## config.mk

```make
export PLATFORM = sky130hd
export DESIGN_NAME = alu_sequencer_z
export DESIGN_NICKNAME = d
export VERILOG_FILES = /design/src/rtl/alu_sequencer_z.sv
export SDC_FILE = /design/constraint.sdc
export NUM_CORES = 1
export LEC_CHECK = 0
export CAP_MARGIN = 20
export CORE_MARGIN = 2
export CORE_UTILIZATION = 45
export DETAILED_ROUTE_END_ITERATION = 8
export PLACE_DENSITY = 0.86
export SLEW_MARGIN = 5
export SYNTH_ARGS = -nofsm -noshare
export SYNTH_HDL_FRONTEND = slang
export SYNTH_SLANG_ARGS = --single-unit
```

## constraint.sdc

```tcl
create_clock -name clk -period 6.65 [get_ports clk]
set_input_delay 0.665 -clock clk [delete_from_list [all_inputs] [get_ports clk]]
set_output_delay 0.665 -clock clk [all_outputs]
set_load 0.02 [all_outputs]
```

## src/rtl/alu_sequencer_z.sv

```systemverilog
// Sequencer around the 64-bit ALU. It latches an operation request and holds the
// opcode on the ALU. It waits a per-opcode latency, captures RZ into ZHI/ZLO and
// then pulses done for one cycle.
module alu_sequencer_z #(
    parameter int unsigned DIV_CYCLES = 34,
    parameter int unsigned MUL_CYCLES = 1,
    parameter int unsigned OP_CYCLES  = 1
) (
    input  logic        clk,
    input  logic        reset,
    input  logic        start,
    input  logic [4:0]  opcode,
    input  logic [63:0] RZ,
    output logic [4:0]  alu_op,
    output logic        div_clr,
    output logic        busy,
    output logic        done,
    output logic        illegal,
    output logic [31:0] ZHI,
    output logic [31:0] ZLO
);

    localparam logic [4:0] OpMul = 5'b00010;
    localparam logic [4:0] OpDiv = 5'b00011;

    // Counter preloads are latency minus one because the capture edge is the one seen at zero.
    localparam logic [5:0] DivCntInit = 6'(DIV_CYCLES - 1);
    localparam logic [5:0] MulCntInit = 6'(MUL_CYCLES - 1);
    localparam logic [5:0] OpCntInit  = 6'(OP_CYCLES - 1);

    typedef enum logic [1:0] {StIdle, StWait, StDone} state_e;

    state_e      state_q, state_d;
    logic [5:0]  cnt_q, cnt_d;
    logic [4:0]  alu_op_q, alu_op_d;
    logic        div_clr_q, div_clr_d;
    logic        busy_q, busy_d;
    logic        done_q, done_d;
    logic        illegal_q, illegal_d;
    logic [31:0] zhi_q, zhi_d;
    logic [31:0] zlo_q, zlo_d;

    logic        opcode_legal;
    logic [5:0]  cnt_init;

    // Decode which opcodes the ALU supports.
    always_comb begin
        opcode_legal = (opcode <= 5'd9) || (opcode == 5'd11) || (opcode == 5'd12) ||
                       (opcode == 5'd13);
    end

    // Select the latency preload for the requested opcode.
    always_comb begin
        unique case (opcode)
            OpDiv:   cnt_init = DivCntInit;
            OpMul:   cnt_init = MulCntInit;
            default: cnt_init = OpCntInit;
        endcase
    end

    // Next-state and registered-output logic. div_clr and done default low so each is a pulse.
    always_comb begin
        state_d   = state_q;
        cnt_d     = cnt_q;
        alu_op_d  = alu_op_q;
        div_clr_d = 1'b0;
        busy_d    = busy_q;
        done_d    = 1'b0;
        illegal_d = illegal_q;
        zhi_d     = zhi_q;
        zlo_d     = zlo_q;
        unique case (state_q)
            StIdle: begin
                if (start) begin
                    busy_d = 1'b1;
                    if (opcode_legal) begin
                        alu_op_d  = opcode;
                        illegal_d = 1'b0;
                        cnt_d     = cnt_init;
                        div_clr_d = (opcode == OpDiv);
                        state_d   = StWait;
                    end else begin
                        // Unsupported opcode: flag it and finish without touching alu_op or Z.
                        illegal_d = 1'b1;
                        done_d    = 1'b1;
                        state_d   = StDone;
                    end
                end
            end
            StWait: begin
                if (cnt_q == 6'd0) begin
                    zhi_d   = RZ[63:32];
                    zlo_d   = RZ[31:0];
                    done_d  = 1'b1;
                    state_d = StDone;
                end else begin
                    cnt_d = cnt_q - 6'd1;
                end
            end
            StDone: begin
                busy_d  = 1'b0;
                state_d = StIdle;
            end
            default: state_d = StIdle;
        endcase
    end

    // State and output registers; reset clears everything immediately, even mid-divide.
    always_ff @(posedge clk or posedge reset) begin
        if (reset) begin
            state_q   <= StIdle;
            cnt_q     <= 6'd0;
            alu_op_q  <= 5'd0;
            div_clr_q <= 1'b0;
            busy_q    <= 1'b0;
            done_q    <= 1'b0;
            illegal_q <= 1'b0;
            zhi_q     <= 32'd0;
            zlo_q     <= 32'd0;
        end else begin
            state_q   <= state_d;
            cnt_q     <= cnt_d;
            alu_op_q  <= alu_op_d;
            div_clr_q <= div_clr_d;
            busy_q    <= busy_d;
            done_q    <= done_d;
            illegal_q <= illegal_d;
            zhi_q     <= zhi_d;
            zlo_q     <= zlo_d;
        end
    end

    assign alu_op  = alu_op_q;
    assign div_clr = div_clr_q;
    assign busy    = busy_q;
    assign done    = done_q;
    assign illegal = illegal_q;
    assign ZHI     = zhi_q;
    assign ZLO     = zlo_q;

endmodule

```

==> impl_metrics.csv, run 1 <==
group,metric,value,unit
clock_tree,postCtsSetupBuffers,0,
routing,drc,0,
power,switching_share,37.24,%
logic_synthesis,synth_seq_cells,81,
clock_tree,cts_sinks,81,
global_route,grt_usage,19.06,%
timing,min_period,2290,ps
global_route,grt_start_max_net_pins,82,
hold_path,min_to,"ZLO[0]",
setup_path,cp.arrival,2520,ps
logic_synthesis,synth_top_cell_by_area,"dfrtp_1",
cells_and_area,final_nets,451,
timing,period_share,34.44,%
routing,wl_per_cell,15.33,um
power,clockPowerShare,13.9,%
clock_tree,cts_tree,"done",
logic_synthesis,syn_inst,228,
job,max-cap-violations,0,
timing,hold_viol_final,0,
clock_tree,h-tree-depth,3,
routing,dr.pass1.iters,4,
logic_synthesis,synth_warnings,0,
clock_tree,clk_pin_slew,80,ps
setup_path,cp-start-kind,"flip-flop",
power,intPower,1.462,mW
global_route,overflow,0,
logic_synthesis,synth.most_common_cell,"dfrtp_1",
cells_and_area,utilization,72.13,%
logic_synthesis,synth_edf_count,0,
timing,worst_slew_pin_slew,812.1,ps
place,gp_congestion,0.8550,
setup_path,rr_startpoint,"cnt_q[0]",
hold_path,hold_start,"ZLO[0]",
clock_tree,root_buffer,"clkbuf_8",
setup_path,endpoint_kind,"flip-flop",
timing,setup_tns,0,ps
run_status,outcome,"completed",
routing,routed_wirelength,7326,um
floorplan,die_w,88.58,um
logic_synthesis,yosys_most_used_dff,"dfrtp_1",
logic_synthesis,async_flop_share,100.0,%
cells_and_area,drive_above_1_share,7.592,%
logic_synthesis,ys_seq_area_share,62.96,%
place,dp_hpwl,5498,um
setup_path,r2r_slack,4360,ps
logic_synthesis,avgSynthCellArea,14.12,um^2
setup_path,rr_endpoint,"ZHI[3]",
timing,max_freq,0.4366,GHz
setup_path,worstRegToRegCells,7,
timing,holdWs,493.1,ps
global_route,grt_pass1_vias,2339,
hold_path,whs_path_depth,1,
routing,ant_nets,0,
place,postPlaceCellArea,4750,um^2
setup_path,crit_fanout,64,
floorplan,core,6869,um^2
timing,rsz0062_at_grt,"no",
place,port_buffers,144,
timing,finalClockSkew,12.19,ps
timing,relSlewSlack,45.86,%
power,p_comb_share,49.0,%
power,p_leak,2.105,nW
clock_tree,cts_buffers,9,
clock_tree,clk_latency,350,ps
logic_synthesis,netlist_top_cells_area,"dfrtp_1, mux2_1, nand2_1",
logic_synthesis,yosysTopAreaCellShare,62.96,%
logic_synthesis,synth_area,3219,um^2
logic_synthesis,syn-num-nets,302,
setup_path,crit_type,"reg -> reg",
cells_and_area,diodes,0,
floorplan,initial_core_util,46.87,%
power,p_per_area,470.1,nW/um^2
clock_tree,cts_resized,0,
clock_tree,clock_path_buffers,2,
logic_synthesis,synthTopCellsByCount,"dfrtp_1, mux2_1, nand2_1, nor2_1, inv_1",
global_route,antenna_found_initial,0,
cells_and_area,fin_area,4955,um^2
timing,setup-violations-final,0,
power,pwr-share-seq,37.1,%
setup_path,cp.required,6880,ps
power,p_switching,0.8673,mW
routing,vias_per_cell,4.791,
floorplan,die_y,88.58,um
power,peakVddDrop,0.0002179,V
logic_synthesis,yosysUniqueCellTypes,33,
clock_tree,hold_buffers,0,
hold_path,hp-class,"reg -> reg",
floorplan,ios,145,
floorplan,die-area,7846,um^2
global_route,grt_pass1_wl,11210,um
cells_and_area,area.growth.synth_to_final,53.91,%
timing,final_max_slew_viol_count,0,
floorplan,num_rows,30,
routing,drt_iter0_drc,70,
routing,dr_total_vias,2290,
## placed cells by master (no fill, tap or decap), types with 3 or more instances in the layout
cell,n
nand2b_1,3
nor2b_1,3
mux2_1,60
mux2_2,4
clkinvlp_4,3
nor2_1,11
clkbuf_8,9
clkdlybuf4s50_1,144
inv_1,8
nand2_1,15
a21oi_1,6
dfrtp_1,81
## through the flow
stage | std cells | setup WS, ps | power (mW)
floorplan | 228 | 3905 | 1.447
global placement | 461 | 4415 | 1.989
detailed placement | 461 | 4330 | 2.031
CTS | 477 | 4342 | 2.352
global route | 478 | 4207 | 2.465
finish | 478 | 4360 | 2.329
## logic make-up after synthesis
kind of cell | share of synthesized area (%)
flip-flops | 62.96
multiplexers | 22.70
AND/OR/NAND/NOR | 6.957
AO/OA/AOI/OAI | 4.004
buffers and inverters | 2.604
adder cells (fa/ha/maj) | 0.7772
## worst max path at each step
stage | startpoint | end | slack [ps] | cells after the start
2_1_floorplan | reset | ZHI[0] | 3900 | 1
3_3_place_gp | opcode[0] | cnt_q[5] | 4410 | 5
3_5_place_dp | opcode[0] | cnt_q[5] | 4330 | 5
4_1_cts | cnt_q[0] | ZHI[21] | 4340 | 7
5_1_grt | cnt_q[0] | ZLO[26] | 4210 | 7
6_report | cnt_q[0] | ZHI[3] | 4360 | 7
## sequential cells by signal, summed over array words and instances, names as in the netlist
signal and flops:
done 1, cnt_q 6, div_clr 1, alu_op 5, state_q 2, busy 1
illegal 1, ZLO 32, ZHI 32
## layer usage
metal	part of all wire [%]	up-vias	global-route usage (%)
met4	2.4	0	8.402
li1	-	1099	-
met1	40	1087	22.47
met2	51	88	33.15
met5	0	-	0
met3	7.3	16	4.571
## power by group through the flow
stage                     Clock (mW)  Combinational [mW]  Sequential (mW)
after CTS                      0.331                1.16            0.865
after global placement             0                1.13            0.860
after floorplan                    0               0.312             1.13
after global routing           0.350                1.22            0.895
after detailed placement           0                1.15            0.876
final                          0.325                1.14            0.864
## critical path, cell delays in order, from the launching register on
cell and delay (ps):
dfrtp_1 380, inv_1 80, ha_1 200, nor2b_1 150, and2_1 210, nand2b_2 80
buf_4 640, mux2_1 400
## cell type report
type	count	area (um^2)
tap	96	120.1
multi-input combinational	129	1111
sequential	81	2027
clock buffer	9	123.9
timing repair buffer	147	1484
fill	485	1914
inverter	9	35.03
clock inverter	7	53.80
No activity file was read; power rests on OpenSTA's default activity.
==> inputs of run 2 (changes only) <==
CORE_UTILIZATION = 37   (was 45)
PLACE_DENSITY = 0.75   (was 0.86)
clock period = 1.8 ns   (was 6.65 ns; I/O delays follow)
==> impl_metrics.csv, run 2 (synthesized netlist as in run 1, its figures left out) <==
group,metric,value,unit
clock_tree,cts_buffers,9,
place,port_buffers,144,
cells_and_area,diodes,0,
clock_tree,cts_sinks,81,
routing,routed_wirelength,7769,um
timing,worst_slew_pin_slew,434.8,ps
floorplan,ios,145,
power,peakVddDrop,0.0009215,V
cells_and_area,final_cells,507,
setup_path,crit_fanout,3,
cells_and_area,drive_above_1_share,13.03,%
clock_tree,h-tree-depth,3,
routing,drc,0,
place,gp_congestion,0.8347,
setup_path,cp.required,2020,ps
cells_and_area,final_nets,468,
timing,setup_tns,0,ps
job,max-cap-violations,0,
floorplan,core,8593,um^2
floorplan,initial_core_util,37.46,%
floorplan,die_y,97.28,um
timing,hold_viol_final,0,
global_route,grt_usage,15.83,%
place,dp_hpwl,5472,um
floorplan,die-area,9463,um^2
global_route,overflow,0,
global_route,grt_pass1_vias,2459,
setup_path,cp-start-kind,"flip-flop",
cells_and_area,area.growth.synth_to_final,64.79,%
routing,drt_iter0_drc,53,
global_route,grt_pass1_wl,12010,um
floorplan,die_w,97.28,um
cells_and_area,fin_area,5305,um^2
clock_tree,clk_pin_slew,80,ps
place,placed_cells,485,
power,p_per_area,1750,nW/um^2
timing,setup_ws,7.845,ps
global_route,grt_start_max_net_pins,82,
cells_and_area,utilization,61.74,%
timing,setup-violations-final,0,
routing,dr_total_vias,2409,
cells_and_area,layout_common_cells,"clkdlybuf4s50_1, dfrtp_1, mux2_1",
timing,holdWs,294.7,ps
cells_and_area,final_common_cell,"clkdlybuf4s50_1",
timing,max_freq,0.5580,GHz
clock_tree,postCtsSetupBuffers,0,
floorplan,num_rows,34,
setup_path,crit_type,"reg -> reg",
clock_tree,cts_tree,"done",
setup_path,cp.arrival,2010,ps
setup_path,endpoint_kind,"flip-flop",
timing,relSlewSlack,71.02,%
timing,finalClockSkew,13.90,ps
clock_tree,clock_path_buffers,2,
place,pre_cts_ws,-42.78,ps
routing,dr.pass1.iters,4,
timing,rsz0062_at_grt,"yes",
global_route,antenna_found_initial,0,
routing,wl_per_cell,15.32,um
cells_and_area,fill_cells,674,
clock_tree,clk_latency,350,ps
hold_path,hp-class,"in -> async",
run_status,outcome,"completed",
place,postPlaceCellArea,4925,um^2
routing,vias_per_cell,4.751,
power,power,9.285,mW
routing,ant_nets,0,
timing,period_share,99.56,%
clock_tree,root_buffer,"clkbuf_8",
timing,min_period,1792,ps
power,p_leak,2.295,nW
timing,final_max_slew_viol_count,0,
==> run 2: layout make-up <==
cell class              instances  area (um^2)  share of cell area, %
clock buffers                  12        155.1                  2.925
clock inverters                 4        73.82                  1.392
inverters                       9        37.54                 0.7075
multi-input cells             130         1156                  21.79
flip-flops and latches         81         2027                  38.21
well taps                     108        135.1                  2.547
repair buffers                163         1720                  32.43
==> run 2: power breakdown <==
group / internal [mW] / leakage [nW] / switching, mW
logic: 2.46 / 1.22 / 2.15
clock network: 0.861 / 0.117 / 0.644
registers: 2.71 / 0.961 / 0.459
==> run 2: metal layers <==
layer | up-vias | track usage, % | wire [um]
li1 | 1121 | - | -
met1 | 1181 | 19.63 | 3347
met2 | 96 | 25.43 | 3738
met3 | 11 | 5.755 | 553
met4 | 0 | 6.090 | 129
met5 | - | 0 | 0
==> run 2: repair_timing <==
| item | CTS | global route |
|---|---|---|
| endpoints found under the setup margin | 62 | 65 |
| gates cloned | 0 | 6 |
| hold buffers | 0 | 0 |
| hold endpoints to repair | 0 | 0 |
| gates resized for setup | 2 | 8 |
==> run 2: path summary, 6_finish.rpt <==
path                            from        end  slack, ps  cells after the start
min in group clk           opcode[0]  alu_op[0]        380                      3
min                            reset    ZLO[31]        290                      3
max in group asynchronous      reset    ZHI[27]       1150                      3
min reg2reg                alu_op[3]  alu_op[3]        480                      2
max reg2reg                 cnt_q[0]   cnt_q[5]          8                      5
max                         cnt_q[0]   cnt_q[5]          8                      5
==> run 2: critical path, cell delays in order (launching register included) <==
cell      delay (ps)
dfrtp_1          380
buf_4            140
or4b_4           520
or4_4            450
nand3_2           90
o311ai_2          90
